**src/rtl/fifo_wr_rr_arbiter.sv**
```systemverilog
// rtl/fifo_wr_rr_arbiter.sv - round-robin packet-locked write arbiter for one FIFO write port
// Optional stall counter output is enabled by defining FIFO_WR_ARB_STAT_EN.
module fifo_wr_rr_arbiter #(
  parameter  int NUM   = 4,
  parameter  int DSIZE = 18,
  localparam int ISIZE = $clog2(NUM)
) (
  input  logic                 clock,
  input  logic                 rst_n,
  input  logic [NUM*DSIZE-1:0] s_data,
  input  logic [NUM-1:0]       s_valid,
  input  logic [NUM-1:0]       s_last,
  output logic [NUM-1:0]       s_ready,
  input  logic                 fifo_full,
  output logic [DSIZE-1:0]     fifo_din,
  output logic                 fifo_wr_en,
  output logic [ISIZE-1:0]     grant_id,
  output logic                 busy
`ifdef FIFO_WR_ARB_STAT_EN
  ,
  output logic [15:0]          stall_cnt
`endif
);

  typedef enum logic {
    ST_IDLE = 1'b0,
    ST_LOCK = 1'b1
  } state_t;

  state_t           state_q;
  logic [ISIZE-1:0] grant_q;
  logic [ISIZE-1:0] rr_ptr_q;

  logic [DSIZE-1:0] src_data [NUM];
  logic [ISIZE-1:0] pick_idx;
  logic             pick_found;
  logic             cur_valid;
  logic             cur_last;
  logic             xfer;

  for (genvar gi = 0; gi < NUM; gi++) begin : g_slice
    assign src_data[gi] = s_data[gi*DSIZE +: DSIZE];
  end

  // Scan from the source after the last completer, wrapping at NUM.
  always_comb begin
    int cand_int;
    pick_found = 1'b0;
    pick_idx   = '0;
    cand_int   = 0;
    for (int k = 1; k <= NUM; k++) begin
      cand_int = (int'(rr_ptr_q) + k) % NUM;
      if (!pick_found && s_valid[cand_int[ISIZE-1:0]]) begin
        pick_found = 1'b1;
        pick_idx   = cand_int[ISIZE-1:0];
      end
    end
  end

  assign cur_valid  = s_valid[grant_q];
  assign cur_last   = s_last[grant_q];
  assign xfer       = (state_q == ST_LOCK) && cur_valid && !fifo_full;
  assign fifo_wr_en = xfer;
  assign fifo_din   = src_data[grant_q];
  assign grant_id   = grant_q;
  assign busy       = (state_q == ST_LOCK);

  always_comb begin
    s_ready = '0;
    if (state_q == ST_LOCK) begin
      s_ready[grant_q] = ~fifo_full;
    end
  end

  always_ff @(posedge clock) begin
    if (!rst_n) begin
      state_q  <= ST_IDLE;
      grant_q  <= '0;
      rr_ptr_q <= ISIZE'(NUM - 1);
    end else begin
      case (state_q)
        ST_IDLE: begin
          if (pick_found) begin
            grant_q <= pick_idx;
            state_q <= ST_LOCK;
          end
        end
        ST_LOCK: begin
          if (xfer && cur_last) begin
            rr_ptr_q <= grant_q;
            state_q  <= ST_IDLE;
          end
        end
        default: state_q <= ST_IDLE;
      endcase
    end
  end

`ifdef FIFO_WR_ARB_STAT_EN
  logic [15:0] stall_cnt_q;

  always_ff @(posedge clock) begin
    if (!rst_n) begin
      stall_cnt_q <= 16'd0;
    end else if ((state_q == ST_LOCK) && cur_valid && fifo_full && (stall_cnt_q != 16'hFFFF)) begin
      stall_cnt_q <= stall_cnt_q + 16'd1;
    end
  end

  assign stall_cnt = stall_cnt_q;
`endif

endmodule

```
**config.mk**
```make
export PLATFORM = sky130hd
export DESIGN_NAME = fifo_wr_rr_arbiter
export DESIGN_NICKNAME = d
export VERILOG_FILES = /design/src/rtl/fifo_wr_rr_arbiter.sv
export SDC_FILE = /design/constraint.sdc
export NUM_CORES = 1
export LEC_CHECK = 0
export CAP_MARGIN = 20
export CORE_ASPECT_RATIO = 0.6
export CORE_UTILIZATION = 28
export CTS_BUF_LIST = sky130_fd_sc_hd__clkbuf_4 sky130_fd_sc_hd__clkbuf_8
export DETAILED_ROUTE_END_ITERATION = 7
export PLACE_DENSITY = 0.91
export SLEW_MARGIN = 40
export SYNTH_ARGS = -nofsm -noshare
export SYNTH_HDL_FRONTEND = slang
export SYNTH_SLANG_ARGS = --single-unit
```
**constraint.sdc**
```tcl
create_clock -name clock -period 3.65 [get_ports clock]
set_clock_uncertainty 0.15 [all_clocks]
set_input_delay 0.9125 -clock clock [delete_from_list [all_inputs] [get_ports clock]]
set_output_delay 0.9125 -clock clock [all_outputs]
set_load 0.02 [all_outputs]
```
==> summary.txt, run 1 <==
Outcome
  – Outcome: complete, no violations

Logic synthesis
  – Largest cells by area after synthesis: mux4_2 48%, dfxtp_1 12%, mux2i_1 4.7%, nor2_1 4.0%, o21ai_0 2.9%
  – Syn Area/Cell: 11.0 sq um
  – Post-synthesis mux area share: 0.538
  – Flops & latches, synth: 5
  – Cell Area, Synth: between 800 and 900 sq um
  – Fraction of the mapped netlist area in simple logic gates: 0.127
  – Post-Syn Instances: 77
  – Compound-gate portion of the synthesized area: 0.152
  – Mapped Nets: 160
  – Leading area contributor after synthesis: mux4_2
  – Fraction of registers with async set/reset: 0
  – Unique cell type count in the Yosys netlist: 29
  – Post-synth top flop: dfxtp_1
  – Xor and xnor fraction of the mapped netlist area: 0
  – Main combinational cell family by area after synthesis: multiplexers
  – Number of synthesized flops with an enable pin: 0
  – Adder-Cell Fraction of Synth Area: 0
  – Sequential element share of the synthesized area: 0.118
  – Yosys top cell area share: 0.478
  – Synth warnings: 0

Route
  – Vias: 1,191
  – Routed WL: ~4000 um
  – 1st-iter DRT viols: 27
  – DRT antenna net count: 0
  – Wirelength per Cell: 17.1 um
  – Pre-antenna DRT Iters: 4
  – Post-DR vias/cell: ~5.2
  – Remaining DRCs: 0

Global route
  – Total GRT Usage: 0.251
  – Pin count of the biggest net entering global routing: 14
  – Total gr overflow: 0
  – Initial antenna violation count: 0
  – First-pass GRT wire length: 6040 um
  – Vias in the first global route: around 1,200

Setup path
  – Worst-path maximum fanout: 4
  – Kind of end point of the critical path: primary output
  – Kind of critical path: in2out
  – Data arrival, critical path: 2480 ps
  – Worst EP required: 2590 ps
  – Critical Path Start Type: primary input

STA
  – Max frequency: 0.282 GHz
  – Max Slew Vio Count: 0
  – Rel. slew slack: 0.731
  – Setup TNS: 0 ps
  – Minimum clock period: 3540 ps
  – RSZ-0062 raised after global routing: no
  – Fin crit share: 0.971
  – Hold Slack: around 460 ps
  – Slack of the critical path: approximately 110 ps
  – Final setup violation count: 0
  – Final number of hold-violating endpoints: 0
  – Worst-Margin Slew: 402 ps

Clock tree
  – CTS tree: built
  – H-tree Lvls: 1
  – Post-CTS setup buffer count: 0
  – CTS sink cnt: 5
  – Cts bufs inserted: 3
  – Clk slew on worst S/H paths: ~40 ps
  – Clk Latency, worst-skew pair: ~220 ps
  – Clk root buf: clkbuf_8
  – Post-CTS resize count: 0
  – Cts hold-fix bufs: 0
  – Max clock buf depth: 2

Power
  – Power Dens Cells: around 250 nW/um^2
  – Sequential share of power: 0.133
  – Comb pwr share: 0.645
  – Peak VDD IR: 0.000137 V
  – Pint: approximately 0.34 mW
  – Net Sw Frac: 0.317
  – NetSw: 0.159 mW
  – Leakage: 0.752 nW
  – Clk network pwr share: 0.222

Floorplanning
  – Die H: 44.6 um
  – FP Rows: 15
  – Die X: 73.1 um
  – Full die area: 3260 sq um
  – Area of the core: 2870 sq um
  – Initial Utilization: 0.295
  – I/O Pins: approximately 110

Cells and area
  – Diode count: 0
  – Register Area: 100 sq um
  – Nets: 271
  – Final Cell Area: 2030 sq um
  – Most common cell after layout, fill and taps aside: clkdlybuf4s50_1
  – Layout cell share with drive strength beyond 1: 0.166
  – Most frequent cells in the layout: 107 x clkdlybuf4s50_1, 18 x mux4_2, 9 x nor2_1
  – Layout overhead on the synthesized area: 139%
  – Fill cells: 217
  – Multi-input gate area: a little under 700 sq um

Min path
  – HP Class: reg2reg

Placed design
  – Placed wire-length estimate: 3300 um
  – Placed Instance Area: 1980 sq um
  – RD Place Congestion: 0.752
  – Placement Setup Slack: between 60 and 70 ps
  – Number of port buffers: 108

Run
  – Max Cap Violations: 0
## through the flow
step / std cells / util / power (mW)
after floorplan: 77 / - / 0.216
after global placement: 225 / 0.689 / 0.381
after detailed placement: 225 / 0.689 / 0.391
after CTS: 229 / 0.706 / 0.504
after global routing: 229 / 0.707 / 0.524
final: 229 / 0.707 / 0.501
## logic make-up after synthesis
logic type / Yosys count
mux: 23
compound gates: 17
buf+inv: 11
simple gates: 21
flops: 5
## final cells by class
type	instances	share of cell area
multi-input combinational	61	0.341
timing repair buffer	113	0.552
sequential	5	0.0493
clock buffer	4	0.0240
inverter	4	0.00739
tap	42	0.0259
## final timing paths
| check | end | depth (start not counted) | slack [ps] | startpoint |
|---|---|---|---|---|
| setup reg to reg | rr_ptr_q[1] | 4 | 1830 | grant_id[1] |
| setup / recovery | s_ready[0] | 4 | 110 | fifo_full |
| hold / removal | busy | 1 | 460 | busy |
| hold reg to reg | busy | 1 | 460 | busy |
## critical path, stage by stage
cell	delay, ps
clkdlybuf4s50_1	410
or3b_4	410
nor2_1	120
clkdlybuf4s50_1	630
## power groups by stage
stage | Sequential (mW) | Clock, mW | Combinational (mW)
CTS | 0.0668 | 0.112 | 0.325
detailed placement | 0.0675 | 0 | 0.324
global placement | 0.0671 | 0 | 0.314
finish | 0.0668 | 0.111 | 0.323
global route | 0.0676 | 0.115 | 0.341
floorplan | 0.0669 | 0 | 0.149
## cells in the mapped netlist, types with 2 or more instances
| cell type | n |
|---|---|
| a31oi_1 | 2 |
| dfxtp_1 | 5 |
| nor2_1 | 9 |
| o21ai_0 | 5 |
| buf_2 | 2 |
| mux2i_1 | 4 |
| inv_1 | 4 |
| mux4_2 | 18 |
| clkbuf_1 | 3 |
| nand2_1 | 4 |
| o221ai_1 | 2 |
| nor2b_1 | 2 |
## flip-flops by register name, summed over array words and instances (netlist names)
name	cells
grant_id	2
rr_ptr_q	2
busy	1
## layer usage
layer / GRT usage / routed length (um) / share of wire / up-vias
met5: 0 / 0 / 0 / -
met4: 0.0824 / 117 / 0.030 / 0
met3: 0.0683 / 315 / 0.080 / 17
met2: 0.507 / 2170 / 0.55 / 75
met1: 0.252 / 1320 / 0.34 / 560
li1: - / - / - / 539
No activity file was read; power rests on OpenSTA's default activity.
==> run 2, diff against run 1 <==
- SLEW_MARGIN: 40 -> 20
==> results of run 2 <==
The final DEF is identical to that of run 1; final timing and power are the same.
